===== src/rtl/line_fetch_scheduler_if.sv =====
// Framebuffer memory port shared by the line prefetcher and the pixel writer.
// The master side issues requests; the slave side grants and returns read data.
interface line_fetch_scheduler_if #(
  parameter int ADDR_W = 17,
  parameter int DATA_W = 16
);
  logic              mem_req_o;
  logic              mem_we_o;
  logic [ADDR_W-1:0] mem_addr_o;
  logic [DATA_W-1:0] mem_wdata_o;
  logic              mem_gnt_i;
  logic              mem_rvalid_i;
  logic [DATA_W-1:0] mem_rdata_i;

  modport master (
    output mem_req_o,
    output mem_we_o,
    output mem_addr_o,
    output mem_wdata_o,
    input  mem_gnt_i,
    input  mem_rvalid_i,
    input  mem_rdata_i
  );

  modport slave (
    input  mem_req_o,
    input  mem_we_o,
    input  mem_addr_o,
    input  mem_wdata_o,
    output mem_gnt_i,
    output mem_rvalid_i,
    output mem_rdata_i
  );
endinterface


===== src/rtl/line_fetch_scheduler.sv =====
// Arbitrates one framebuffer port between display line prefetch and a pixel
// writer; prefetched words land in a ping-pong line buffer bank.
module line_fetch_scheduler #(
  parameter int VACTIVE    = 272,
  parameter int VTOTAL     = 288,
  parameter int LINE_WORDS = 240,
  parameter int ADDR_W     = 17,
  parameter int DATA_W     = 16,
  parameter int BASE_ADDR  = 0
) (
  input  logic                  clk_i,
  input  logic                  rstn_i,
  input  logic                  line_start_i,
  input  logic [8:0]            lin_i,
  input  logic                  wr_req_i,
  input  logic [ADDR_W-1:0]     wr_addr_i,
  input  logic [DATA_W-1:0]     wr_data_i,
  output logic                  wr_ack_o,
  line_fetch_scheduler_if.master mem,
  output logic                  lb_we_o,
  output logic                  lb_bank_o,
  output logic [7:0]            lb_addr_o,
  output logic [DATA_W-1:0]     lb_data_o,
  output logic                  underrun_o
);

  typedef enum logic [1:0] {
    IDLE,
    F_REQ,
    F_WAIT,
    W_REQ
  } state_e;

  localparam logic [7:0] LAST_IDX = 8'(LINE_WORDS - 1);

  state_e            state_q;
  logic [7:0]        idx_q;
  logic [8:0]        tgt_q;
  logic              pend_q;
  logic              pend_fetch_q;
  logic [8:0]        pend_tgt_q;
  logic              mem_req_q;
  logic              mem_we_q;
  logic [ADDR_W-1:0] mem_addr_q;
  logic [DATA_W-1:0] mem_wdata_q;
  logic              lb_we_q;
  logic              lb_bank_q;
  logic [7:0]        lb_addr_q;
  logic [DATA_W-1:0] lb_data_q;
  logic              underrun_q;

  logic              ls_fetch;
  logic [8:0]        ls_tgt;
  logic              new_pend;
  logic              new_fetch;
  logic [8:0]        new_tgt;

  function automatic logic [ADDR_W-1:0] fetch_addr(
    input logic [8:0] t,
    input logic [7:0] i
  );
    return ADDR_W'(BASE_ADDR)
         + ADDR_W'(t) * ADDR_W'(LINE_WORDS)
         + ADDR_W'(i);
  endfunction

  // Line after the current one, wrapping the last blanking line to line 0.
  always_comb begin
    ls_fetch = 1'b0;
    ls_tgt   = '0;
    if (lin_i == 9'(VTOTAL - 1)) begin
      ls_fetch = 1'b1;
      ls_tgt   = '0;
    end else if ({1'b0, lin_i} + 10'd1 < 10'(VACTIVE)) begin
      ls_fetch = 1'b1;
      ls_tgt   = lin_i + 9'd1;
    end
  end

  // A pulse arriving this very cycle supersedes any older pending one.
  assign new_pend  = line_start_i | pend_q;
  assign new_fetch = line_start_i ? ls_fetch : pend_fetch_q;
  assign new_tgt   = line_start_i ? ls_tgt : pend_tgt_q;

  always_ff @(posedge clk_i or negedge rstn_i) begin
    if (!rstn_i) begin
      state_q      <= IDLE;
      idx_q        <= '0;
      tgt_q        <= '0;
      pend_q       <= 1'b0;
      pend_fetch_q <= 1'b0;
      pend_tgt_q   <= '0;
      mem_req_q    <= 1'b0;
      mem_we_q     <= 1'b0;
      mem_addr_q   <= '0;
      mem_wdata_q  <= '0;
      lb_we_q      <= 1'b0;
      lb_bank_q    <= 1'b0;
      lb_addr_q    <= '0;
      lb_data_q    <= '0;
      underrun_q   <= 1'b0;
    end else begin
      lb_we_q <= 1'b0;
      unique case (state_q)
        IDLE: begin
          if (line_start_i && ls_fetch) begin
            state_q    <= F_REQ;
            idx_q      <= '0;
            tgt_q      <= ls_tgt;
            mem_req_q  <= 1'b1;
            mem_we_q   <= 1'b0;
            mem_addr_q <= fetch_addr(ls_tgt, 8'd0);
          end else if (wr_req_i) begin
            state_q     <= W_REQ;
            mem_req_q   <= 1'b1;
            mem_we_q    <= 1'b1;
            mem_addr_q  <= wr_addr_i;
            mem_wdata_q <= wr_data_i;
          end
        end
        F_REQ, F_WAIT: begin
          if (line_start_i) begin
            underrun_q   <= 1'b1;
            pend_q       <= 1'b1;
            pend_fetch_q <= ls_fetch;
            pend_tgt_q   <= ls_tgt;
          end
          if (state_q == F_REQ) begin
            if (mem.mem_gnt_i) begin
              state_q   <= F_WAIT;
              mem_req_q <= 1'b0;
            end
          end else if (mem.mem_rvalid_i) begin
            lb_we_q   <= 1'b1;
            lb_bank_q <= tgt_q[0];
            lb_addr_q <= idx_q;
            lb_data_q <= mem.mem_rdata_i;
            if (new_pend) begin
              pend_q <= 1'b0;
              if (new_fetch) begin
                state_q    <= F_REQ;
                idx_q      <= '0;
                tgt_q      <= new_tgt;
                mem_req_q  <= 1'b1;
                mem_addr_q <= fetch_addr(new_tgt, 8'd0);
              end else begin
                state_q <= IDLE;
              end
            end else if (idx_q == LAST_IDX) begin
              state_q <= IDLE;
            end else begin
              state_q    <= F_REQ;
              idx_q      <= idx_q + 8'd1;
              mem_req_q  <= 1'b1;
              mem_addr_q <= fetch_addr(tgt_q, idx_q + 8'd1);
            end
          end
        end
        W_REQ: begin
          if (line_start_i) begin
            pend_q       <= 1'b1;
            pend_fetch_q <= ls_fetch;
            pend_tgt_q   <= ls_tgt;
          end
          if (mem.mem_gnt_i) begin
            pend_q    <= 1'b0;
            mem_req_q <= 1'b0;
            mem_we_q  <= 1'b0;
            state_q   <= IDLE;
            if (new_pend && new_fetch) begin
              state_q    <= F_REQ;
              idx_q      <= '0;
              tgt_q      <= new_tgt;
              mem_req_q  <= 1'b1;
              mem_addr_q <= fetch_addr(new_tgt, 8'd0);
            end
          end
        end
      endcase
    end
  end

  // The write grant is acknowledged in the cycle the memory accepts it.
  assign wr_ack_o        = mem_req_q & mem_we_q & mem.mem_gnt_i;
  assign mem.mem_req_o   = mem_req_q;
  assign mem.mem_we_o    = mem_we_q;
  assign mem.mem_addr_o  = mem_addr_q;
  assign mem.mem_wdata_o = mem_wdata_q;
  assign lb_we_o         = lb_we_q;
  assign lb_bank_o       = lb_bank_q;
  assign lb_addr_o       = lb_addr_q;
  assign lb_data_o       = lb_data_q;
  assign underrun_o      = underrun_q;

endmodule

===== src/flat_wrapper.sv =====
// flat-port wrapper written by rule: the top's interface ports become plain ports
module line_fetch_scheduler_flat 
#(
  parameter int VACTIVE    = 272,
  parameter int VTOTAL     = 288,
  parameter int LINE_WORDS = 240,
  parameter int ADDR_W     = 17,
  parameter int DATA_W     = 16,
  parameter int BASE_ADDR  = 0
)
  (clk_i, rstn_i, line_start_i, lin_i, wr_req_i, wr_addr_i, wr_data_i, wr_ack_o, lb_we_o, lb_bank_o, lb_addr_o, lb_data_o, underrun_o, mem_mem_req_o, mem_mem_we_o, mem_mem_addr_o, mem_mem_wdata_o, mem_mem_gnt_i, mem_mem_rvalid_i, mem_mem_rdata_i);
  line_fetch_scheduler_if #(.ADDR_W(ADDR_W), .DATA_W(DATA_W)) mem_i ();
  input  logic clk_i;
  input  logic rstn_i;
  input  logic line_start_i;
  input  logic [8:0] lin_i;
  input  logic wr_req_i;
  input  logic [ADDR_W-1:0] wr_addr_i;
  input  logic [DATA_W-1:0] wr_data_i;
  output logic wr_ack_o;
  output logic lb_we_o;
  output logic lb_bank_o;
  output logic [7:0] lb_addr_o;
  output logic [DATA_W-1:0] lb_data_o;
  output logic underrun_o;
  output wire logic [$bits(mem_i.mem_req_o)-1:0] mem_mem_req_o;
  output wire logic [$bits(mem_i.mem_we_o)-1:0] mem_mem_we_o;
  output wire logic [$bits(mem_i.mem_addr_o)-1:0] mem_mem_addr_o;
  output wire logic [$bits(mem_i.mem_wdata_o)-1:0] mem_mem_wdata_o;
  input wire logic [$bits(mem_i.mem_gnt_i)-1:0] mem_mem_gnt_i;
  input wire logic [$bits(mem_i.mem_rvalid_i)-1:0] mem_mem_rvalid_i;
  input wire logic [$bits(mem_i.mem_rdata_i)-1:0] mem_mem_rdata_i;
  assign mem_mem_req_o = mem_i.mem_req_o;
  assign mem_mem_we_o = mem_i.mem_we_o;
  assign mem_mem_addr_o = mem_i.mem_addr_o;
  assign mem_mem_wdata_o = mem_i.mem_wdata_o;
  assign mem_i.mem_gnt_i = mem_mem_gnt_i;
  assign mem_i.mem_rvalid_i = mem_mem_rvalid_i;
  assign mem_i.mem_rdata_i = mem_mem_rdata_i;
  line_fetch_scheduler #(.VACTIVE(VACTIVE), .VTOTAL(VTOTAL), .LINE_WORDS(LINE_WORDS), .ADDR_W(ADDR_W), .DATA_W(DATA_W), .BASE_ADDR(BASE_ADDR)) u_core (.clk_i(clk_i), .rstn_i(rstn_i), .line_start_i(line_start_i), .lin_i(lin_i), .wr_req_i(wr_req_i), .wr_addr_i(wr_addr_i), .wr_data_i(wr_data_i), .wr_ack_o(wr_ack_o), .mem(mem_i), .lb_we_o(lb_we_o), .lb_bank_o(lb_bank_o), .lb_addr_o(lb_addr_o), .lb_data_o(lb_data_o), .underrun_o(underrun_o));
endmodule

===== config.mk =====
export PLATFORM = sky130hd
export DESIGN_NAME = line_fetch_scheduler_flat
export DESIGN_NICKNAME = d
export VERILOG_FILES = /design/src/rtl/line_fetch_scheduler_if.sv /design/src/rtl/line_fetch_scheduler.sv /design/src/flat_wrapper.sv
export SDC_FILE = /design/constraint.sdc
export NUM_CORES = 1
export LEC_CHECK = 0
export BUFFER_PORTS_ARGS = -buffer_cell sky130_fd_sc_hd__clkbuf_2
export CAP_MARGIN = 20
export CORE_UTILIZATION = 40
export DETAILED_ROUTE_END_ITERATION = 6
export PLACE_DENSITY = 0.62
export SLEW_MARGIN = 20
export SYNTH_ARGS = -nofsm -noshare
export SYNTH_HDL_FRONTEND = slang
export SYNTH_SLANG_ARGS = --single-unit

===== constraint.sdc =====
create_clock -name clk_i -period 3.87 [get_ports clk_i]
set_input_delay 0.1935 -clock clk_i [delete_from_list [all_inputs] [get_ports clk_i]]
set_output_delay 0.1935 -clock clk_i [all_outputs]
set_load 0.03 [all_outputs]

* After elaboration in Yosys (flattened, before gate mapping) *
Index checks and enable logic that the tools add are counted.

word-level totals
  output and inout bits = 63
  logic and storage cells = 129
  bits of input ports = 64
  register bits after elaboration = 92

cells by class
  $lt $le $gt $ge = 1
  multipliers = 3
  bitwise logic cells = 5
  reduce and logical (&&, ||, !) cells = 16
  add/sub/neg operators = 4
  mux-type cells = 66
  eq/ne operators = 19

operator list
  cell                  number
  $mux 17               9
  $mux 9                10
  $mux 8                8
  $pmux 17 s3           1
  $mul 9x4->13 const B  3
  $pmux 9 s3            1
  $mux 1                25
  $pmux 8 s3            1
  $reduce_and 7->1      3
  $add 17x8->17         1
  $mux 2                7
  $add 9x1->10 const B  1
  $lt 10x9->1 const B   1
  $add 9x1->9 const B   1
  $eq 9x9->1 const B    1
  $ne 3x2->1 const B    3
  $reduce_and 3->1      3
  $add 8x1->8 const B   1
  $eq 8x8->1 const B    1
  $ne 2x1->1 const B    4
  $ne 2x2->1 const B    3
  $ne 3x3->1 const B    2
  $pmux 2 s3            1
  $reduce_and 6->1      1
  other kinds (16)      22

* Logic depth before layout (Yosys ltp) *
Gate-level depths: netlist (run 1).

  word-level depth = 11
  mapped depth = 22
  gate-level depth less buffers = 22

* Worst setup path before layout (run 1) *
No wires, ideal clock.

  kind = input-to-reg
  start point = input port lin_i[0]
  end point = register u_core.mem_addr_q[16], in the netlist u_core.mem.mem_addr_o[16]
  stages = 21
  library setup time = 136 ps
  data required time = 3734 ps
  path slack = -755 ps
  buffers on the path = 0
  data arrival time = 4489 ps
  path through = ha_1 > and3_1 > nor3_1 > or3_1 > nand3_2 > nand2b_1 > nor2_1 > mux2_2 > fa_1 > inv_1 > fa_1 > inv_1 > ha_1 > or2_2 > a21oi_1 > a31oi_1 > a21o_1 > a21oi_1 > xnor2_1 > a211oi_1 > a221oi_2

on the way
  word-level cells in the longest chain between the ends = 11
  elaborated cells between the ends (all ways) = 26
  those cells by class = add/sub (2); mul (2); order compare (1); eq/ne (4); mux (14); reduce/logical (3)

ends and longest elaborated chain
  item                         RTL line                     source
  start: declaration           flat_wrapper.sv:16           input logic [8:0] lin_i;
  $add 9x1->10                 line_fetch_scheduler.sv:74   end else if ({1'b0, lin_i} + 10'd1 < 10'(VACTIVE)) begin
  $lt 10x9->1                  line_fetch_scheduler.sv:74
  $mux 9                       line_fetch_scheduler.sv:74
  $mux 9 (*)                   line_fetch_scheduler.sv:71   if (lin_i == 9'(VTOTAL - 1)) begin
  $mux 9 (*)                   --
  named net u_core.new_tgt[7]  line_fetch_scheduler.sv:56   logic [8:0] new_tgt;
  $mul 9x4->13 (*)             line_fetch_scheduler.sv:63   + ADDR_W'(t) * ADDR_W'(LINE_WORDS)
  $mux 17                      line_fetch_scheduler.sv:140  if (new_fetch) begin
  $mux 17                      line_fetch_scheduler.sv:138  if (new_pend) begin
  $mux 17                      line_fetch_scheduler.sv:133  end else if (mem.mem_rvalid_i) begin
  $mux 17                      line_fetch_scheduler.sv:128  if (state_q == F_REQ) begin
  $pmux 17 s3 (*)              line_fetch_scheduler.sv:104  unique case (state_q)
  end signal: assignment       line_fetch_scheduler.sv:112  mem_addr_q <= fetch_addr(ls_tgt, 8'd0);
  end signal: assignment       line_fetch_scheduler.sv:117  mem_addr_q <= wr_addr_i;
  end signal: assignment       line_fetch_scheduler.sv:145  mem_addr_q <= fetch_addr(new_tgt, 8'd0);
  end: declaration             line_fetch_scheduler.sv:44   logic [ADDR_W-1:0] mem_addr_q;

Mark *: on every way through the listed nets, which the timed path passes. The rest lies on a longest branch. The select of a mux whose other input is x is not followed.
A chain may end at the register's enable or synchronous reset.

* Worst setup path in the final report (run 1) *
Ends and elaborated chain as after synthesis.

==> results of run 1 <==
[flip-flops by register name, summed over array words and instances, names as in the netlist]
name,count
u_core.pend_q,1
u_core.underrun_o,1
u_core.pend_fetch_q,1
u_core.mem.mem_wdata_o,16
u_core.mem.mem_req_o,1
u_core.mem.mem_we_o,1
u_core.lb_bank_o,1
u_core.lb_data_o,16
u_core.pend_tgt_q,9
u_core.state_q,2
u_core.lb_we_o,1
u_core.idx_q,8
u_core.mem.mem_addr_o,17
u_core.lb_addr_o,8
u_core.tgt_q,9
[where the power goes]
part	total [mW]	internal (mW)	switching, mW
logic	7.27	3.29	3.98
registers	1.63	1.36	0.272
clock network	0.912	0.460	0.452
total	9.81	5.10	4.71
[through the flow]
stage | TNS [ps] | std cells
after floorplan | -1390 | 777
after global placement | -4400 | 1230
after detailed placement | -5020 | 1230
after CTS | -685 | 1252
after global routing | -2450 | 1255
final | -874 | 1255
[placed cells by master (no fill, tap or decap), types with 31 or more instances in the layout]
cell type | netlist | routed
nand2_1 | 71 | 71
o21ai_0 | 39 | 33
fa_1 | 39 | 37
clkbuf_2 | 0 | 122
mux2_2 | 48 | 44
ha_1 | 65 | 60
dfrtp_1 | 92 | 92
xnor2_1 | 42 | 39
inv_1 | 65 | 57
nor2_1 | 46 | 40
buf_4 | 0 | 132
a21oi_1 | 38 | 31
[cell type report]
type / count / area, µm²
Clock buffer: 9 / 225
Clock inverter: 7 / 80.1
Fill cell: 1683 / 8230
Inverter: 67 / 251
Multi-Input combinational cell: 591 / 5210
Sequential cell: 92 / 2300
Tap cell: 229 / 287
Timing Repair Buffer: 260 / 1680
[final timing paths]
kind / start / endpoint / depth (start not counted)
max in group asynchronous: rstn_i / u_core.pend_tgt_q[3] / 3
setup / recovery: lin_i[0] / u_core.mem.mem_addr_o[16] / 23
hold reg to reg: u_core.underrun_o / u_core.underrun_o / 1
hold / removal: wr_data_i[9] / u_core.mem.mem_wdata_o[9] / 2
setup reg to reg: u_core.tgt_q[2] / u_core.mem.mem_addr_o[15] / 11
min in group asynchronous: rstn_i / u_core.lb_addr_o[7] / 2
[kinds of logic (layout without fill, tap and decap cells)]
| family | count (synthesis) | count (layout) | share of synthesized area, % |
|---|---|---|---|
| mux | 70 | 70 | 10.3 |
| xor+xnor | 52 | 52 | 6.01 |
| compound gates | 173 | 173 | 15.7 |
| simple gates | 192 | 192 | 11.7 |
| fa+ha+maj | 104 | 104 | 21.0 |
| flops | 92 | 92 | 30.4 |
| buf+inv | 94 | 343 | 4.92 |
[timing repair]
item / in CTS / in global routing
resized for setup: 25 / 21
hold endpoints to repair: 33 / 0
hold buffers: 1 / 0
gates cloned: 0 / 0
pin swaps: 24 / 20
endpoints found under the setup margin: 9 / 10
buffers inserted: 8 / 3
[cells in the mapped netlist, types with 11 or more instances]
| cell type | n | area (µm²) |
|---|---|---|
| mux2_2 | 48 | 541 |
| ha_1 | 65 | 813 |
| nor3_1 | 18 | 90.1 |
| dfrtp_1 | 92 | 2300 |
| xnor2_1 | 42 | 368 |
| inv_1 | 65 | 244 |
| fa_1 | 39 | 781 |
| a21oi_1 | 38 | 190 |
| nand3_1 | 14 | 70.1 |
| a21o_1 | 20 | 150 |
| mux2i_1 | 11 | 110 |
| clkbuf_1 | 16 | 60.1 |
| nand2_1 | 71 | 267 |
| nor2_1 | 46 | 173 |
| o21ai_0 | 39 | 195 |
[layer usage]
layer	track usage [%]	part of all wire [%]	vias to the layer above
li1	-	-	3205
met1	27.7	46	3072
met2	36.7	49	132
met3	3.72	3.8	20
met4	4.97	1.6	0
met5	0	0	-
==> results.md, run 1 <==
* Status: complete, but fails checks
* Violated checks: DRC, setup timing
* Die X at 140 µm
* Number of top-level pins at 127
* Leak pwr at 5.07 nW
* First-pass GRT wire length at approximately 33 mm
* Slowest stage delay, CP at 520 ps
* Worst Path Buf+Inv at 4
* Worst R2R Setup Slack at -80 ps
* Initial drt markers at 324
* Antenna Violating Nets Remaining at 0
* Critical Path Fanout Max at 4
* Syn Nets at 945
* TritonCTS clock tree: built
* DR DRC count at 4
* Routability cong. at ~0.9
* Peak VDD IR at 0.392 mV
* Synth Area per Inst at 9.75 µm²
* Final hold slack at 57.6 ps
* Slew headroom at slightly above 40%
* Final core utilization at 55.0%
* HP Class: input pin to flop
* Area growth syn-to-layout at 32.5%
* Starting Density at 41.5%
* Main synth FF type: dfrtp_1
* Crit path cell chain: buf_2, ha_4, and3_4, nor3_4, or3_4, nand3_4, nand2b_4, buf_12, nor2_4, mux2_4, fa_1, inv_2, fa_1, inv_2, ha_4, or2_4, a21oi_2, a31oi_2, a21o_1, a21oi_2, xnor2_1, a211oi_2, a221oi_2
* Critical-path top delay cell: fa_1
* RSZ-0062 raised after global routing: true
* Max_cap viols at 0
* Skew final at 5.92 ps
* Vias at 6,429
* Cell Area, Synth at 7580 µm²
* WL/cell at 16.0 µm
* Post-synth cell types at 64
* Largest net degree at the start of global routing at 70
* First-pass DRT Iterations at 7
* Clock Latency Late Sink at 350 ps
* Top delay family on crit path: adder cells
* Critical Path Start Type: input pin
* Ys Warns at 0
* Core area at 18,300 µm²
* Setup Crit Path Kind: input pin to flop
* Core Rows at 49
* Dpl hpwl at 15.8 mm
* Antenna fix cells at 0
* Overall power at ~9.8 mW
* Vias in the first global route at 6,497
* CP Capture Type: flop
* Clock Sinks at 92
* Overflow after GRT at 0
* Root cell of the clock tree: clkbuf_16
* Post-Route WL at about 20 mm
* Post-route cell area at around 10,000 µm²
* Power per cell area at 977 nW/µm²
* Req. time, crit path at around 4100 ps
* Die H at between 100 and 150 µm
* Initial antenna violation count at 0
* Total Routing Usage GR at 21.3%
* Num CTS Buffers at 9
* Ys async rst share at 100%
* Final Hold Vio Count at 0
* Synthesized flop and latch total at 92
* Final #Nets at 1,189
* Seq/Total Area, Yosys at around 30%
* Vias per cell at roughly 5
* # setup viols final at 8
* Placement Cell Area at about 9500 µm²
* Max Buffers Root-to-Sink at 2
* Layout cells sized above 1 at 38.7%
* H-tree depth at 3
* Setup ws final at -177 ps
* Fin crit share at 105%
* Post-Place Worst Slack at -685 ps
* Clock transition at the registers of the reported paths at 80 ps
* CP arrival at 4320 ps
* Worst-Margin Slew at 895 ps
* IO Port Bufs at 126
* Post-synth EDFFs at 0
* Max-slew violations at 0
* Fmax at 247 MHz
* Post-Syn Instances at 777
* DIE AREA at 19,500 µm²
* Min Tclk post-route at 4050 ps
No activity file was read; power rests on OpenSTA's default activity.
==> inputs of run 2 (changes only) <==
Settings changed: CORE_MARGIN set to 2.
==> run 2 against run 1 <==
The run ends with setup timing left. Cell area grew 0.29%. Total power is essentially flat. Final cell count grew 0.24%. Clock skew grew 4.5 ps. Wire length shrank 3.6%. Sequential power is essentially flat. Hold slack lost 11 ps. Global-route usage shrank 1.7 points. Count of clock-buffer cells in the layout is the same. Fmax shrank 1.3%. Critical path type unchanged. Critical endpoint is now u_core.mem.mem_addr_o[15]. Largest cell class unchanged.
==> results.md, run 2 (synthesized netlist as in run 1, its figures left out) <==
* First-pass DRT Iterations at 5 (-2)
* Antenna fix cells at 0 (unchanged)
* Critical-path top delay cell: fa_1
* WL/cell at 15.4 µm (-3.8%)
* Violated checks: setup timing
* Vias at 6,420 (-0.14%)
* # setup viols final at 9 (+1)
* Filler Cells Inserted at 1,682 (-0.059%)
* IO Port Bufs at 126 (unchanged)
* Setup Crit Path Kind: input pin to flop
* CP Capture Type: flop
* Number of flip-flops under the largest register name at 17 (unchanged)
* Vias per cell at 5.10 (-0.38%)
* TritonCTS clock tree: built
* Slowest stage delay, CP at 550 ps (+30 ps)
* Combinational Power Share at 74.1% (about the same)
* Core area at 18,600 µm² (+2.0%)
* Met3 Usage GRT at 3.21% (-0.51 points)
* Met2 Use GR at 34.7% (-2.0 points)
* Die X at 142 µm (+1.4%)
* First-pass GRT wire length at 31.3 mm (-4.7%)
* Slew headroom at 32.0% (-8.4 points)
* Final Instance Count excl. Fillers at 1,258 (+0.24%)
* Largest net degree at the start of global routing at 66 (-5.7%)
* H-tree depth at 3 (unchanged)
* Req. time, crit path at 4120 ps (-20 ps)
* Net Sw Power at 4.67 mW (-0.67%)
* Clock Sinks at 92 (unchanged)
* Post-route setup TNS at -1010 ps (-137 ps)
* Starting Density at 40.6% (-0.83 points)
* Power per cell area at 973 nW/µm² (-0.37%)
* Root cell of the clock tree: clkbuf_16
* DIE AREA at 20,100 µm² (+2.9%)
* Total Routing Usage GR at 19.6% (-1.7 points)
* CP arrival at 4350 ps (+30 ps)
* Number of top-level pins at 127 (unchanged)
* Design internal power at 5.13 mW (+0.45%)
* Max Buffers Root-to-Sink at 2 (unchanged)
* Post-Route WL at 19.3 mm (-3.6%)
* Post-Place Worst Slack at -678 ps (+7.34 ps)
* Skew final at 10.4 ps (+4.47 ps)
* # placed instances at 1,236 (+0.49%)
* Antenna Violating Nets Remaining at 0 (unchanged)
* Overflow after GRT at 0 (unchanged)
* Final #Nets at 1,187 (-0.17%)
* Fin crit share at 106% (+1.4 points)
* Area of the multi-input gates at 5260 µm² (+0.96%)
* Core Rows at 50 (+2.0%)
* Crit path cell chain: buf_6, or3_4, nand3_2, o31a_1, nand3_4, nand2b_4, nor2_4, inv_2, fa_1, inv_2, fa_1, ha_1, a21o_1, a211oi_2, o21ai_2, a31o_2, a21oi_2, xnor2_1, a211o_1, o211a_1
* GRT Max-Usage Layer: met2
* Worst-Margin Slew at 1020 ps (+123 ps)
* RSZ-0062 raised after global routing: true
* Most common cell after layout, fill and taps aside: buf_4
* Max_cap viols at 0 (unchanged)
* Area growth syn-to-layout at 32.9%
* Worst Path Buf+Inv at 3 (-1)
* Routability cong. at 0.890 (-1.2%)
* Top delay family on crit path: compound AO/OA/AOI/OAI gates
* Final hold slack at 46.8 ps (-10.8 ps)
* Final Hold Vio Count at 0 (unchanged)
* Setup ws final at -231 ps (-53.8 ps)
* Clock Latency Late Sink at 360 ps (about the same)
* Max-slew violations at 0 (unchanged)
* Clock power frac at 9.2% (about the same)
* Highest-count cells in the layout ignoring fill and taps: buf_4, clkbuf_2, dfrtp_1
* HP Class: input pin to flop
* Initial antenna violation count at 0 (unchanged)
* Min Tclk post-route at 4100 ps (+53.8 ps)
* Status: complete, but fails checks
* Num CTS Buffers at 9 (unchanged)
* Reg power frac at 16.6% (about the same)
* Sw Share at 47.7% (-0.28 points)
* Critical Path Start Type: input pin
* Reg area at 2300 µm² (unchanged)
* Critical Path Fanout Max at 5 (+1)
* Final core utilization at 54.0% (-0.94 points)
* DR DRC count at 0 (-4)
* Vias in the first global route at 6,346 (-2.3%)
* Met1 Use GR at 25.2% (-2.5 points)
* Layout cells sized above 1 at 39.1% (+0.37 points)
* Leak pwr at 5.09 nW (+0.36%)
* Die H at 142 µm (+1.4%)
* Fmax at 244 MHz (-1.3%)
* Clock transition at the registers of the reported paths at 70 ps (about the same)
* Dpl hpwl at 15.4 mm (-2.9%)
* Peak VDD IR at 0.466 mV (+19%)
* Initial drt markers at 266 (-18%)
## run 2: cell count changes in the layout (fill, tap and decap cells not counted), sizes merged
| cell | before | now |
|---|---|---|
| clkbuf | 131 | 130 |
| clkinvlp | 1 | 0 |
| inv | 70 | 71 |
| buf | 137 | 136 |
## run 2: through the flow
stage	instance area [µm²]	power (mW)
6_report	10100	9.80
5_1_grt	10100	10.6
4_1_cts	9870	9.60
3_5_place_dp	9460	8.50
3_3_place_gp	9460	8.43
2_1_floorplan	7710	6.18
## run 2: path summary, 6_finish.rpt
path	from	to	slack (ps)	cells after the start
min in group asynchronous	rstn_i	u_core.lb_addr_o[7]	510	2
worst min-delay path	wr_data_i[11]	u_core.mem.mem_wdata_o[11]	50	2
worst max-delay path	lin_i[6]	u_core.mem.mem_addr_o[15]	-230	20
max in group asynchronous	rstn_i	u_core.mem.mem_addr_o[3]	2450	3
worst max register to register	u_core.tgt_q[2]	u_core.mem.mem_addr_o[15]	-80	11
worst min register to register	u_core.underrun_o	u_core.underrun_o	480	1
## run 2: power groups by stage
stage                     logic, mW  registers (mW)  clock network, mW
after floorplan                4.02            2.16                  0
after global placement         6.79            1.64                  0
after detailed placement       6.85            1.65                  0
after CTS                      7.05            1.63              0.924
after global routing           7.94            1.69              0.958
final                          7.26            1.63              0.905
## run 2: area by class of cell
cell class	count	share of cell area [%]
inverter	67	2.50
tap	234	2.91
sequential	92	22.9
clock buffer	9	2.24
clock inverter	7	0.758
timing repair buffer	258	16.5
multi-input combinational	591	52.3
## run 2: repair_timing
item | in CTS | in global routing
hold buffers | 1 | 0
pin swaps | 8 | 29
endpoints found under the setup margin | 9 | 10
endpoints found under the hold margin | 64 | 0
setup buffers | 1 | 6
resized for setup | 15 | 40
## run 2: layer usage
metal / up-vias / share of wire, % / wire length, µm
li1: 3200 / - / -
met5: - / 0 / 0
met3: 17 / 3.2 / 618
met4: 0 / 1.3 / 261
met1: 3094 / 46 / 8810
met2: 109 / 50 / 9660
## run 2: worst register-to-register path, cell delays in order, from the launching register on
cell       delay, ps
dfrtp_1          470
fa_1             490
fa_1             530
inv_1             60
fa_1             490
inv_1             50
ha_1             290
nor2b_1          190
o2111ai_1        240
o311a_1          420
a2111o_1         390
o211a_1          220
==> inputs of run 3 (changes only) <==
Settings changed: PLACE_DENSITY 0.62 to 0.6.
Clock period 3.87 ns to 3.9 ns, I/O delays scaled along.
==> run 3 against run 2 <==
The run ends with hold timing, setup timing left. Combinational power down 3.6%. Hold slack worse by 67 ps. Critical path depth up 1. Via count up 0.36%. Sequential cell count unchanged.
==> results.md, run 3 (synthesized netlist as in run 1, its figures left out) <==
* Status: complete, but fails checks
* Violated checks: hold timing, setup timing
* Clock Latency Late Sink at 350 ps (about the same)
* TritonCTS clock tree: built
* Crit path cell chain: buf_6, or3_4, buf_4, or3_4, nand2b_4, buf_4, nor2_2, mux2_4, fa_1, inv_1, fa_1, inv_1, ha_2, or2_4, a21oi_2, a31oi_1, a21o_1, a21oi_2, xnor2_1, a211oi_2, a221oi_2
* Peak VDD IR at 0.428 mV (-8.2%)
* Final Hold Vio Count at 15 (+15)
* Top layer in use: met4
* Worst Path Buf+Inv at 5 (+2)
* DIE AREA at 20,100 µm² (unchanged)
* Vias in the first global route at 6,275 (-1.1%)
* Antenna Violating Nets Remaining at 0 (unchanged)
* H-tree depth at 3 (unchanged)
* Number of flip-flops under the largest register name at 17 (unchanged)
* Leak pwr at 5.02 nW (-1.3%)
* Post-route setup TNS at -805 ps (+205 ps)
* Top delay family on crit path: adder cells
* Min Tclk post-route at just over 4000 ps
* Combinational Power Share at 73.8% (-0.3 points)
* Starting Density at 40.6% (unchanged)
* Root cell of the clock tree: clkbuf_16
* Clock transition at the registers of the reported paths at 70 ps (about the same)
* Design internal power at 4.94 mW (-3.6%)
* # setup viols final at 7 (-2)
* Max_cap viols at 0 (unchanged)
* Largest net degree at the start of global routing at 71 (+7.6%)
* RSZ-0062 raised after global routing: true
* Dpl hpwl at 15.8 mm (+2.5%)
* Skew final at 10.1 ps (-0.323 ps)
* Core Rows at 50 (unchanged)
* Initial drt markers at 247 (-7.1%)
* Die H at 142 µm (unchanged)
* Clock power frac at 9.1% (about the same)
* Reg power frac at 17.1% (+0.5 points)
* Slowest stage delay, CP at 490 ps (-60 ps)
* Clock Sinks at 92 (unchanged)
* Max Buffers Root-to-Sink at 2 (unchanged)
* Req. time, crit path at 4160 ps (+40 ps)
* Sw Share at 47.9% (+0.18 points)
* Setup ws final at -212 ps (+18.4 ps)
* Fin crit share at 105%
* Vias per cell at 5.13 (+0.52%)
* WL met2 at 9.92 mm (+2.7%)
* Initial antenna violation count at 0 (unchanged)
* DR WL met3 at 686 µm (+11%)
* Most common cell after layout, fill and taps aside: buf_4
* Max-slew violations at 0 (unchanged)
* Post-CTS Hold Buffers at 0 (-1)
* Fmax at roughly 240 MHz
* IO Port Bufs at 126 (unchanged)
* Worst R2R Setup Slack at -110 ps (-30 ps)
* Critical Path Fanout Max at 5 (unchanged)
* Area growth syn-to-layout at 30.8%
* First-pass GRT wire length at 31.4 mm (+0.29%)
* Post-Place Worst Slack at -619 ps (+58.5 ps)
* Die X at 142 µm (unchanged)
* Critical-path top delay cell: fa_1
* Power per cell area at 956 nW/µm² (-1.7%)
* DR DRC count at 0 (unchanged)
* Slew headroom at 35.5% (+3.5 points)
* Total Routing Usage GR at 19.7% (+0.095 points)
* Vias at 6,443 (+0.36%)
* Overflow after GRT at 0 (unchanged)
* WL/cell at 15.5 µm (+1.1%)
* Post-Route WL at 19.5 mm (+0.89%)
* Num CTS Buffers at 9 (unchanged)
* First-pass DRT Iterations at 5 (unchanged)
* HP Class: input pin to async pin
* Final #Nets at 1,185 (-0.17%)
* Antenna fix cells at 0 (unchanged)
* Setup Crit Path Kind: input pin to flop
* Number of top-level pins at 127 (unchanged)
* Metal-1 WL at 8.74 mm (-0.83%)
* Routability cong. at 0.857 (-3.7%)
* Final hold slack at -20.5 ps (-67.3 ps)
* Net Sw Power at 4.54 mW (-2.9%)
* Highest-count cells in the layout ignoring fill and taps: buf_4, clkbuf_2, dfrtp_1
* Core area at 18,600 µm² (unchanged)
* CP Capture Type: flop
* Worst-Margin Slew at 964 ps (-54.3 ps)
* Layout cells sized above 1 at 38.0% (-1.1 points)
* CP arrival at 4370 ps (+20 ps)
* Critical Path Start Type: input pin
## run 3: changes by cell type in the layout (fill, tap and decap cells not counted), moves of 2 or more
cell / change
buf_6: -4
clkbuf_2: +3
ha_1: +2
ha_4: -3
nor2_1: -3
nor2_2: +3
xnor2_1: +3
xnor2_2: -2
## run 3: routing by layer
metal | vias up | global-route usage [%]
met5 | - | 0
met4 | 0 | 3.95
met3 | 15 | 2.94
met2 | 120 | 35.0
met1 | 3106 | 25.5
li1 | 3202 | -
## run 3: stage by stage
stage	hold WS, ps	instance area [µm²]	power [mW]	utilization [%]	cells
detailed placement	394	9470	8.45	50.8	1237
floorplan	-101	7710	6.13	-	777
finish	-20.5	9910	9.48	53.2	1256
global placement	397	9470	8.38	50.8	1237
global route	54.3	9910	10.2	53.2	1256
CTS	10.6	9830	9.42	52.7	1257
## run 3: worst paths after layout
check / start / to / cells past startpoint
max in group asynchronous: rstn_i / u_core.mem.mem_addr_o[3] / 2
min in group clk_i: wr_data_i[15] / u_core.mem.mem_wdata_o[15] / 2
min reg2reg: u_core.underrun_o / u_core.underrun_o / 1
max reg2reg: u_core.tgt_q[1] / u_core.mem.mem_addr_o[15] / 11
max: lin_i[6] / u_core.mem.mem_addr_o[16] / 21
min: rstn_i / u_core.lb_addr_o[7] / 1
## run 3: worst register-to-register path: cells and delay by family (launching register included)
family	cells	cell delay [ps]
adder cells (fa/ha/maj)	4	1840
AO/OA/AOI/OAI	4	1330
buffers and inverters	2	110
flip-flops	1	440
AND/OR/NAND/NOR	1	190
## run 3: layout make-up
class / count / area, µm²
Inverter: 67 / 251
Fill cell: 1734 / 8730
Multi-Input combinational cell: 591 / 5150
Tap cell: 234 / 293
Clock buffer: 9 / 225
Clock inverter: 7 / 68.8
Sequential cell: 92 / 2300
Timing Repair Buffer: 256 / 1620
## run 3: timing repair
| action | 4_1_cts | 5_1_grt |
|---|---|---|
| endpoints found under the setup margin | 8 | 10 |
| resized for setup | 11 | 20 |
| buffers inserted | 4 | 0 |
| pin swaps | 13 | 24 |
## run 3: power groups by stage
stage | Sequential [mW] | Combinational [mW] | Clock, mW
2_1_floorplan | 2.15 | 3.99 | 0
3_3_place_gp | 1.63 | 6.75 | 0
3_5_place_dp | 1.64 | 6.81 | 0
4_1_cts | 1.62 | 6.92 | 0.888
5_1_grt | 1.67 | 7.63 | 0.925
6_report | 1.62 | 7.00 | 0.866
